## src/rtl/counter_pkg.sv

```systemverilog
// Shared counter types and the terminal-count helper.
// Used by the modulo counter and later cascade blocks.
package counter_pkg;

  typedef enum logic {
    DIR_DOWN = 1'b0,
    DIR_UP   = 1'b1
  } dir_e;

  // True when q sits at the limit it is heading toward:
  // mod-1 when counting up, 0 when counting down.
  function automatic logic is_terminal(
    input logic [15:0] q,
    input dir_e        dir,
    input logic [16:0] mod
  );
    logic [16:0] top;
    top = mod - 17'd1;
    if (dir == DIR_UP) return {1'b0, q} == top;
    return q == 16'd0;
  endfunction

endpackage

```

## src/rtl/counter_next.sv

```systemverilog
// Next-state logic for the modulo counter.
// in: q, dir, en, load, d   out: q_next, wrap_next
module counter_next
  import counter_pkg::*;
#(
  parameter int N        = 4,
  parameter int MODULUS  = 16,
  parameter int SATURATE = 0
) (
  input  logic [N-1:0] q,
  input  logic         dir,
  input  logic         en,
  input  logic         load,
  input  logic [N-1:0] d,
  output logic [N-1:0] q_next,
  output logic         wrap_next
);

  localparam logic [N-1:0] MAXV = N'(MODULUS - 1);

  logic at_lim;
  logic step;
  logic lim;

  assign at_lim = is_terminal(16'(q), dir_e'(dir), 17'(MODULUS));
  assign step   = !load && en && !at_lim;
  assign lim    = !load && en && at_lim;

  always_comb begin
    q_next    = q;
    wrap_next = 1'b0;
    unique case (1'b1)
      load: begin
        q_next = (d > MAXV) ? MAXV : d;
      end
      lim: begin
        if (SATURATE == 0) begin
          q_next    = dir ? '0 : MAXV;
          wrap_next = 1'b1;
        end
      end
      step: begin
        q_next = dir ? q + N'(1) : q - N'(1);
      end
      default: ;
    endcase
  end

endmodule

```

## src/rtl/counter_updown_mod.sv

```systemverilog
// Up/down modulo counter with load, enable, wrap/saturate.
// in: clk, reset(active-low sync), en, dir, load, d  out: q, tc, wrap
module counter_updown_mod
  import counter_pkg::*;
#(
  parameter int N        = 4,
  parameter int MODULUS  = 16,
  parameter int SATURATE = 0
) (
  input  logic         clk,
  input  logic         reset,
  input  logic         en,
  input  logic         dir,
  input  logic         load,
  input  logic [N-1:0] d,
  output logic [N-1:0] q,
  output logic         tc,
  output logic         wrap
);

  if (MODULUS > 2**N || MODULUS < 2) begin : g_bad_mod
    $error("counter_updown_mod: MODULUS out of range");
  end

  logic [N-1:0] q_next;
  logic         wrap_next;

  counter_next #(
    .N        (N),
    .MODULUS  (MODULUS),
    .SATURATE (SATURATE)
  ) u_next (
    .q         (q),
    .dir       (dir),
    .en        (en),
    .load      (load),
    .d         (d),
    .q_next    (q_next),
    .wrap_next (wrap_next)
  );

  // tc ignores load and SATURATE so cascades see the limit directly.
  assign tc = en && is_terminal(16'(q), dir_e'(dir), 17'(MODULUS));

  always_ff @(posedge clk) begin
    if (!reset) begin
      q    <= '0;
      wrap <= 1'b0;
    end else begin
      q    <= q_next;
      wrap <= wrap_next;
    end
  end

endmodule
```

## config.mk

```make
export PLATFORM = sky130hd
export DESIGN_NAME = counter_updown_mod
export DESIGN_NICKNAME = d
export VERILOG_FILES = /design/src/rtl/counter_pkg.sv /design/src/rtl/counter_next.sv /design/src/rtl/counter_updown_mod.sv
export SDC_FILE = /design/constraint.sdc
export NUM_CORES = 1
export LEC_CHECK = 0
export ABC_AREA = 1
export BUFFER_PORTS_ARGS = -buffer_cell sky130_fd_sc_hd__buf_2
export CORE_AREA = 4 4 41 43
export DETAILED_ROUTE_END_ITERATION = 7
export DIE_AREA = 0 0 45 47
export RECOVER_POWER = 100
export SLEW_MARGIN = 40
export SYNTH_ARGS = -nofsm -noshare
export SYNTH_HDL_FRONTEND = slang
export SYNTH_HIERARCHICAL = 1
export SYNTH_SLANG_ARGS = --single-unit
```

## constraint.sdc

```tcl
create_clock -name clk -period 1.5 [get_ports clk]
set_input_delay 0.15 -clock clk [delete_from_list [all_inputs] [get_ports clk]]
set_output_delay 0.15 -clock clk [all_outputs]
set_load 0.02 [all_outputs]
```

==> results.sh <==
export IMPL_cp_cell_sequence="ha_1 -> or2_2 -> nand2_1 -> nand2_1 -> nand2_1 -> nand2_1 -> nand4_1 -> nand2_1 -> inv_1"
export IMPL_syn_inst=80
export IMPL_ant_nets=0
export IMPL_via_count=530
export IMPL_io_buffer_count=14
export IMPL_drtPass1Iterations=4
export IMPL_timing_fmax_mhz=745
export IMPL_totalNegativeSetupSlack_ns=0
export IMPL_num_antenna_cells=0
export IMPL_final_core_util_pct=45.9
export IMPL_die_w_um=45
export IMPL_path_clk_slew_ns=0.05
export IMPL_p_leak_nw=0.338
export IMPL_yosys_warnings=6
export IMPL_antenna_found_initial=0
export IMPL_crit_slowest_cell="ha_1"
export IMPL_first_iter_violations=5
export IMPL_endpoint_kind="flip-flop"
export IMPL_hp_class="in -> reg"
export IMPL_htree_levels=1
export IMPL_cts_num_sinks=5
export IMPL_worst_path_buf_inv=1
export IMPL_clockBufferDepth=2
export IMPL_hold_buffers=0
export IMPL_cp_max_fo=4
export IMPL_ys_seq_area_share_pct=21.4
export IMPL_pre_cts_ws_ns=0.0688
export IMPL_final_cell_mix="nand2_1 (34), inv_1 (14), nor2_1 (10), buf_2 (9), clkbuf_1 (5)"
export IMPL_post_route_period_util_pct=89.5
export IMPL_grt_overflow_total=0
export IMPL_status="complete, no violations"
export IMPL_nets=114
export IMPL_finalClockSkew_ns=0.00338
export IMPL_post_cts_setup_buffers=0
export IMPL_grt_pass1_wl_um=1860
export IMPL_cp_data_arrival_time_ns=1.54
export IMPL_totalWireLength_um=1100
export IMPL_dp_hpwl_um=873
export IMPL_syn2layout_area_growth_pct=27.9
export IMPL_remaining_drc_errors=0
export IMPL_syn_mean_instance_area_um2=5.83
export IMPL_critPathLaunchType="flip-flop"
export IMPL_cts_buffers=3
export IMPL_cts_root_buffer="clkbuf_4"
export IMPL_combPwrFrac_pct=35.2
export IMPL_critPathMaxStageDelay_ns=0.32
export IMPL_required_ns=1.69
export IMPL_final_cells=116
export IMPL_syn_area_um2=467
export IMPL_fin_crit_ns=1.34
export IMPL_drv_slew=0
export IMPL_die_area_um2=2120
export IMPL_placementRows=13
export IMPL_floorplan_initialDensity_pct=35.9
export IMPL_grt_pass1_vias=439
export IMPL_synth_cell_types=15
export IMPL_p_switching_uw=176
export IMPL_worst_pin_slew_ns=0.267
export IMPL_p_int_uw=318
export IMPL_drive_above_1_share_pct=23.8
export IMPL_pwr_share_clk_pct=32.6
export IMPL_rsz0062_at_grt="no"
export IMPL_placedCellCount=112
export IMPL_relSlewSlack_pct=82.1
export IMPL_power_density_nw_per_um2=827
export IMPL_die_height_um=47
export IMPL_crit_top_cell="nand2_1"
export IMPL_worst_slack_ns=0.157
export IMPL_io_pins=15
export IMPL_cp_top_family="simple AND/OR/NAND/NOR gates"
export IMPL_wl_per_cell_um=9.52
export IMPL_avgViaCountPerCell=4.57
export IMPL_drv_cap=0
export IMPL_design_core_area_um2=1300
export IMPL_ys_ff_latch=5
export IMPL_track_usage_pct=12.3
export IMPL_grt_max_degree=9
export IMPL_final_common_cell="nand2_1"
export IMPL_seqPwrFrac_pct=32.1
export IMPL_switching_share_pct=35.7
export IMPL_ir_worst_vdd_mv=0.411
export IMPL_hold_viol=0
export IMPL_path_class="reg -> reg"
export IMPL_setup_viol=0
export IMPL_synth_nets=92
export IMPL_clk_latency_ns=0.24
export IMPL_cts_tree="built"
export IMPL_place_congestion=0.869
==> through the flow <==
step | area, um^2 | hold WS (ns) | total power [mW]
3_5_place_dp | 579 | 0.407 | 0.339
3_3_place_gp | 579 | 0.409 | 0.339
4_1_cts | 606 | 0.155 | 0.504
6_report | 597 | 0.165 | 0.494
5_1_grt | 597 | 0.163 | 0.536
2_1_floorplan | 468 | 0.243 | 0.281
==> worst register-to-register path, delay by kind of cell (launching register included) <==
family,cells,cell delay [ns]
adders and majority gates,1,0.32
buffers and inverters,1,0.04
DFF,1,0.31
and+or+nand+nor,7,0.63
==> logic make-up after synthesis <==
kind of cell    count (synthesis)  share of synthesized area [%]
flops                           5                           21.4
buf+inv                        14                           11.3
simple gates                   55                           52.8
fa+ha+maj                       3                           9.65
compound gates                  1                           1.07
xor+xnor                        2                           3.75
==> Yosys cell counts <==
cell     number  share of area, %
nor2_2        3               4.0
ha_1          2               5.4
nand4_1       3               4.0
nand3_2       1               2.1
nor2_1        9               7.2
nand2_1      34                27
or2_4         1               1.9
xnor2_1       2               3.8
nand4_2       1               2.7
or2_2         1               1.3
fa_1          1               4.3
dfxtp_1       5                21
nand3_1       2               2.1
a21oi_1       1               1.1
inv_1        14                11
==> timing repair <==
item | CTS | global route
endpoints found under the setup margin | 0 | 4
endpoints found under the hold margin | 0 | 0
resized for setup | 0 | 1
==> registers in the layout (all words and copies together), names as in the netlist <==
name	cells
wrap	1
q	4
==> final timing paths <==
| kind | from | end | slack [ns] | cells past startpoint |
|---|---|---|---|---|
| setup reg to reg | q[2] | q[3] | 0.16 | 9 |
| hold reg to reg | q[0] | q[0] | 0.65 | 5 |
| hold / removal | reset | q[1] | 0.16 | 3 |
| setup / recovery | q[2] | q[3] | 0.16 | 9 |
==> final cells by class <==
class / count / area (um^2)
Fill cell: 147 / 704
Multi-Input combinational cell: 61 / 312
Sequential cell: 5 / 103
Timing Repair Buffer: 17 / 85.1
Inverter: 14 / 52.6
Clock buffer: 4 / 26.3
Tap cell: 15 / 18.8
==> power groups by stage <==
stage          clock network, mW  registers [mW]  logic, mW
4_1_cts                    0.167           0.158      0.180
6_report                   0.161           0.159      0.174
5_1_grt                    0.176           0.160      0.199
3_3_place_gp                   0           0.161      0.179
2_1_floorplan                  0           0.176      0.105
3_5_place_dp                   0           0.161      0.179
==> metal layers <==
layer  GRT usage, %  routed length (um)  vias to the layer above
met4           7.02                   0                        0
met3           2.68                  79                        0
li1               -                   -                      281
met1           16.3                 490                      230
met2           18.4                 534                       19
met5              0                   0                        -
Note: power is estimated with default switching activity, not from simulation.
